### config.mk
export PLATFORM = sky130hd
export DESIGN_NAME = serv_mem_ctrl
export DESIGN_NICKNAME = d
export VERILOG_FILES = /design/src/rtl/serv_mem_ctrl.sv
export SDC_FILE = /design/constraint.sdc
export NUM_CORES = 1
export LEC_CHECK = 0
export ABC_AREA = 1
export CORE_UTILIZATION = 29
export DETAILED_ROUTE_END_ITERATION = 10
export GPL_ROUTABILITY_DRIVEN = 0
export HOLD_SLACK_MARGIN = 0.15
export PLACE_DENSITY = 0.58
export SETUP_SLACK_MARGIN = 0.02
export SLEW_MARGIN = 20
export SYNTH_ARGS = -nofsm -noshare
export SYNTH_HDL_FRONTEND = slang
export SYNTH_SLANG_ARGS = --single-unit
### constraint.sdc
create_clock -name i_clk -period 2.8 [get_ports i_clk]
set_input_delay 0.28 -clock i_clk [delete_from_list [all_inputs] [get_ports i_clk]]
set_output_delay 0.28 -clock i_clk [all_outputs]
set_load 0.02 [all_outputs]
### src/rtl/serv_mem_ctrl.sv
// Bit-serial load/store sequencer: operand shift-in, one bus transaction, result shift-out.
// Latency: WORDCYC init + bus wait + 1 + (loads only) WORDCYC run + 1 done cycle.
// Backpressure: the bus phase holds o_dbus_cyc until i_dbus_ack; new starts are ignored while busy.
module serv_mem_ctrl #(
    parameter int W = 1
) (
    input  logic       i_clk,
    input  logic       i_rst_n,
    input  logic       i_start,
    input  logic       i_we,
    input  logic [1:0] i_size,
    input  logic       i_signed,
    input  logic [1:0] i_lsb,
    output logic       o_busy,
    output logic       o_init,
    output logic       o_byte_valid,
    output logic       o_load,
    output logic       o_rd_en,
    output logic       o_sext,
    output logic       o_dbus_cyc,
    output logic       o_dbus_we,
    output logic [3:0] o_dbus_sel,
    input  logic       i_dbus_ack,
    output logic       o_misalign,
    output logic       o_done
);

    localparam int WORDCYC = 32 / W;
    localparam logic [4:0] STEP = 5'(W);
    // Counter value in the final cycle of a shift phase; the next add wraps to 0.
    localparam logic [4:0] LAST = 5'((WORDCYC - 1) * W);

    typedef enum logic [2:0] {
        S_IDLE,
        S_INIT,
        S_BUS,
        S_RUN,
        S_DONE
    } state_t;

    state_t     state_q, state_d;
    logic [4:0] cnt_q, cnt_d;
    logic       we_q, we_d;
    logic [1:0] size_q, size_d;
    logic       signed_q, signed_d;
    logic [1:0] lsb_q, lsb_d;
    logic       misalign_q, misalign_d;
    logic       dbus_cyc_q, dbus_cyc_d;
    logic       dbus_we_q, dbus_we_d;
    logic [3:0] dbus_sel_q, dbus_sel_d;

    logic       phase_end;
    logic       misaligned;
    logic [1:0] byte_idx;
    logic       in_rd_window;
    logic [3:0] sel_pat;

    // The sign/zero choice for fill bits is made by the rd datapath; the
    // flag is still captured with the other operands so it stays stable.
    logic unused_signed;
    assign unused_signed = signed_q;

    assign phase_end  = (cnt_q == LAST);
    assign byte_idx   = cnt_q[4:3];
    assign misaligned = ((size_q == 2'd1) && lsb_q[0]) ||
                        (size_q[1] && (lsb_q != 2'd0));

    // Lane select and result window derived from latched size and address.
    always_comb begin
        sel_pat      = 4'b1111;
        in_rd_window = 1'b1;
        case (size_q)
            2'd0: begin
                sel_pat      = 4'b0001 << lsb_q;
                in_rd_window = (byte_idx == 2'd0);
            end
            2'd1: begin
                sel_pat      = 4'b0011 << lsb_q;
                in_rd_window = ~byte_idx[1];
            end
            default: begin
                sel_pat      = 4'b1111;
                in_rd_window = 1'b1;
            end
        endcase
    end

    // Next-state, operand capture, bit counter and registered bus request.
    always_comb begin
        state_d    = state_q;
        cnt_d      = 5'd0;
        we_d       = we_q;
        size_d     = size_q;
        signed_d   = signed_q;
        lsb_d      = lsb_q;
        misalign_d = misalign_q;
        case (state_q)
            S_IDLE: begin
                if (i_start) begin
                    state_d    = S_INIT;
                    we_d       = i_we;
                    size_d     = i_size;
                    signed_d   = i_signed;
                    lsb_d      = i_lsb;
                    misalign_d = 1'b0;
                end
            end
            S_INIT: begin
                cnt_d = cnt_q + STEP;
                if (phase_end) begin
                    if (misaligned) begin
                        state_d    = S_DONE;
                        misalign_d = 1'b1;
                    end else begin
                        state_d = S_BUS;
                    end
                end
            end
            S_BUS: begin
                if (i_dbus_ack) begin
                    state_d = we_q ? S_DONE : S_RUN;
                end
            end
            S_RUN: begin
                cnt_d = cnt_q + STEP;
                if (phase_end) begin
                    state_d = S_DONE;
                end
            end
            S_DONE: begin
                state_d = S_IDLE;
            end
            default: begin
                state_d = S_IDLE;
            end
        endcase
        dbus_cyc_d = (state_d == S_BUS);
        dbus_we_d  = (state_d == S_BUS) && we_d;
        dbus_sel_d = (state_d == S_BUS) ? sel_pat : 4'b0000;
    end

    // State, operand and bus-request registers; reset forces IDLE immediately.
    always_ff @(posedge i_clk or negedge i_rst_n) begin
        if (!i_rst_n) begin
            state_q    <= S_IDLE;
            cnt_q      <= 5'd0;
            we_q       <= 1'b0;
            size_q     <= 2'd0;
            signed_q   <= 1'b0;
            lsb_q      <= 2'd0;
            misalign_q <= 1'b0;
            dbus_cyc_q <= 1'b0;
            dbus_we_q  <= 1'b0;
            dbus_sel_q <= 4'b0000;
        end else begin
            state_q    <= state_d;
            cnt_q      <= cnt_d;
            we_q       <= we_d;
            size_q     <= size_d;
            signed_q   <= signed_d;
            lsb_q      <= lsb_d;
            misalign_q <= misalign_d;
            dbus_cyc_q <= dbus_cyc_d;
            dbus_we_q  <= dbus_we_d;
            dbus_sel_q <= dbus_sel_d;
        end
    end

    // Phase strobes decoded from the registered state and counter.
    always_comb begin
        o_busy       = (state_q != S_IDLE);
        o_init       = (state_q == S_INIT);
        o_byte_valid = 1'b0;
        o_load       = 1'b0;
        o_rd_en      = 1'b0;
        o_sext       = 1'b0;
        o_done       = (state_q == S_DONE);
        case (state_q)
            S_INIT: o_byte_valid = (byte_idx >= lsb_q);
            S_BUS:  o_load       = i_dbus_ack && !we_q;
            S_RUN: begin
                o_byte_valid = 1'b1;
                o_rd_en      = in_rd_window;
                o_sext       = !in_rd_window;
            end
            default: ;
        endcase
    end

    assign o_dbus_cyc = dbus_cyc_q;
    assign o_dbus_we  = dbus_we_q;
    assign o_dbus_sel = dbus_sel_q;
    assign o_misalign = misalign_q;

endmodule

==> key figures <==
Clock tree
  • Clock-pin transition on the worst setup and hold timing paths: 120 ps
  • CTS tree: yes
  • Postcts setup bufs: 0
  • Hold buffer count at cts: 0
  • Longest Clk Path Bufs: 2
  • Clock Latency Late Sink: 300 ps
  • H-tree depth: 1
  • CTS buffer count: 3
  • Cts repair resizes: 0
  • Clock root cell: clkbuf_4
  • Clk sinks: 20

Power and ir drop
  • Seq pwr share: 37.7%
  • Power Internal: 725 µW
  • Net Switching: 473 µW
  • Leakage power: 0.678 nW
  • Clock power share: 19.8%
  • Power Dens Cells: 906 mW/mm²
  • Switching part of the total: 39.5%
  • Gate power share: 42.5%
  • Peak supply drop: 414 µV

Timing
  • RSZ-0062 raised after global routing: false
  • Period minus WS final: 2240 ps
  • Fin. Hold Viols: 0
  • Final hold slack: 462 ps
  • Slew @ Worst Pin: 880 ps
  • Worst setup margin: 565 ps
  • Clock skew: 2.72 ps
  • Setup tns final: 0 ps
  • Final Setup Violations: 0
  • Fmax: 0.447 GHz
  • Final Max Tran Viols: 0
  • Period utilization: 79.8%
  • Max-slew headroom: 41.1%

Cells and area
  • Ant. Diodes: 0
  • Area of the multi-input gates: 407 µm²
  • Fillers: 347
  • Nets: 167
  • Post-route cell area: 0.00132 mm²
  • Area Overhead vs Synth: 33.0%
  • Non-Filler Instances: 195
  • Sequential Area: 500 µm²
  • Share of layout cells above drive strength 1: 6.62%

Routing
  • Routed WL per cell: 10.2 µm
  • Via-per-instance ratio: 4.33
  • DRT iter0 DRCs: 29
  • Final ANT Viol Nets: 0
  • Routed vias: 844
  • DRT Wirelength: 1.99 mm
  • DRC Markers: 0
  • TritonRoute pass-1 iters: 4

Critical path
  • R2r setup slk: 1040 ps
  • Crit-path slowest cell: clkdlybuf4s50_1
  • Worst path cell trace: inv_1, nor2_1, inv_1, a21oi_1, clkdlybuf4s50_1
  • Crit path launch: state_q[0]$_DFF_PN0_
  • R2R Path Start: cnt_q[0]$_DFF_PN0_
  • Reg2reg path depth: 10
  • CP max stage delay: 630 ps
  • Critical Path Start Type: register
  • Critical path class: register to primary output
  • Cell mode on critical path: inv_1
  • Critical Path Fanout Max: 5
  • CP required: 2520 ps
  • Worst r2r dst: o_dbus_we$_DFF_PN0_
  • Arrival @ worst endpoint: 1960 ps
  • Crit end category: primary output

Place
  • DP Area: 0.00127 mm²
  • I/O Buffers: 22
  • Dpl cells: 191
  • Detailed Place HPWL: 1.58 mm
  • Post-place setup slack: 886 ps

Synth
  • Seq/Total Area, Yosys: 50.4%
  • Mapped Cells: 125
  • Synth Warn #: 0
  • Cell area after synthesis: 993 µm²
  • Syn avg cell area: 7.95 µm²
  • Syn_nets: 140
  • Yosys reg bits: 20
  • Netlist cell types: 15

Die
  • FP Rows: 20
  • Die area: 0.00366 mm²
  • Chip Width: 60.5 µm
  • Core area: 0.00315 mm²
  • Die Span Y: 60.5 µm
  • Io pins: 24
  • Initial Utilization: 31.5%

GRT
  • Antenna violations before repair: 0
  • GRT Total Usage: 13.1%
  • Vias in the first global route: 827
  • Largest net degree at the start of global routing: 21
  • First-pass GRT wire length: 3.44 mm
  • Total grt overflow: 0

Run
  • Max cap viols: 0

Min path
  • Hold Crit Class: primary input to asynchronous set/reset pin

Run status
  • Status: complete, no violations
how the worst max path moves through the flow:
stage | endpoint | slack [ps] | cells past startpoint
3_5_place_dp | o_load | 890 | 6
3_3_place_gp | o_load | 890 | 6
2_1_floorplan | o_dbus_sel[0]$_DFF_PN0_ | 1350 | 10
5_1_grt | o_byte_valid | 400 | 5
6_report | o_byte_valid | 560 | 5
4_1_cts | o_byte_valid | 550 | 5
worst max-delay path, delay by kind of cell (launching register included):
family	cells	cell delay, ps
buf+inv	3	850
flops	1	430
simple gates	1	220
compound gates	1	170
sequential cells by signal, summed over array words and instances (netlist names):
name	cells
cnt_q	5
o_dbus_we	1
o_dbus_cyc	1
state_q	3
we_q	1
o_misalign	1
lsb_q	2
size_q	2
o_dbus_sel	4
cell type report:
type                    instances  share of cell area (%)
multi-input cells              82                    30.8
well taps                      44                    4.17
clock buffers                   3                    1.70
clock inverters                 1                    2.27
inverters                      23                    6.53
repair buffers                 22                    16.7
flip-flops and latches         20                    37.9
kinds of logic (layout without fill, tap and decap cells):
| group | count (synthesis) | after routing | synth area share [%] |
|---|---|---|---|
| AO/OA/AOI/OAI | 15 | 15 | 8.19 |
| adder cells (fa/ha/maj) | 5 | 5 | 6.30 |
| buffers and inverters | 23 | 49 | 8.69 |
| flip-flops | 20 | 20 | 50.4 |
| AND/OR/NAND/NOR | 62 | 62 | 26.4 |
routing by layer:
metal	GRT usage, %	vias to the layer above	wire length (µm)	part of all wire (%)
met5	0	-	0	0
li1	-	439	-	-
met2	20.4	12	972	49
met1	16.9	391	921	46
met3	2.56	2	65	3.3
met4	7.79	0	34	1.7
cell usage after synthesis, drive strengths merged:
cell | n | share of area, %
a21oi | 6 | 3.0
dfrtp | 20 | 50
ha | 5 | 6.3
inv | 23 | 8.7
nand2 | 25 | 9.9
nand3 | 8 | 5.0
nor2 | 26 | 9.8
nor3 | 2 | 1.0
o21ai | 7 | 3.5
o21bai | 1 | 0.76
o221ai | 1 | 0.88
or2 | 1 | 0.63
power groups by stage:
| stage | Sequential, mW | Clock, mW | Combinational, mW |
|---|---|---|---|
| 3_3_place_gp | 0.457 | 0 | 0.500 |
| 5_1_grt | 0.468 | 0.257 | 0.590 |
| 4_1_cts | 0.452 | 0.246 | 0.517 |
| 6_report | 0.451 | 0.237 | 0.509 |
| 2_1_floorplan | 0.450 | 0 | 0.339 |
| 3_5_place_dp | 0.459 | 0 | 0.514 |
cell usage in the layout (no fill, tap or decap):
master,netlist,final
a21oi_1,6,6
bufinv_16,0,1
clkbuf_4,0,3
clkdlybuf4s50_1,0,22
dfrtp_1,20,20
ha_1,5,5
inv_1,21,21
inv_2,2,2
nand2_1,23,23
nand2_2,2,2
nand3_1,6,6
nand3_2,2,2
nor2_1,26,26
nor3_1,2,2
o21ai_0,7,7
o21bai_1,1,1
o221ai_1,1,1
or2_1,1,1
stage by stage:
stage	power [mW]	util (%)
5_1_grt	1.32	41.9
6_report	1.20	41.9
4_1_cts	1.21	41.9
2_1_floorplan	0.789	-
3_5_place_dp	0.972	40.2
3_3_place_gp	0.957	40.2
Note: power is estimated with default switching activity, not from simulation.
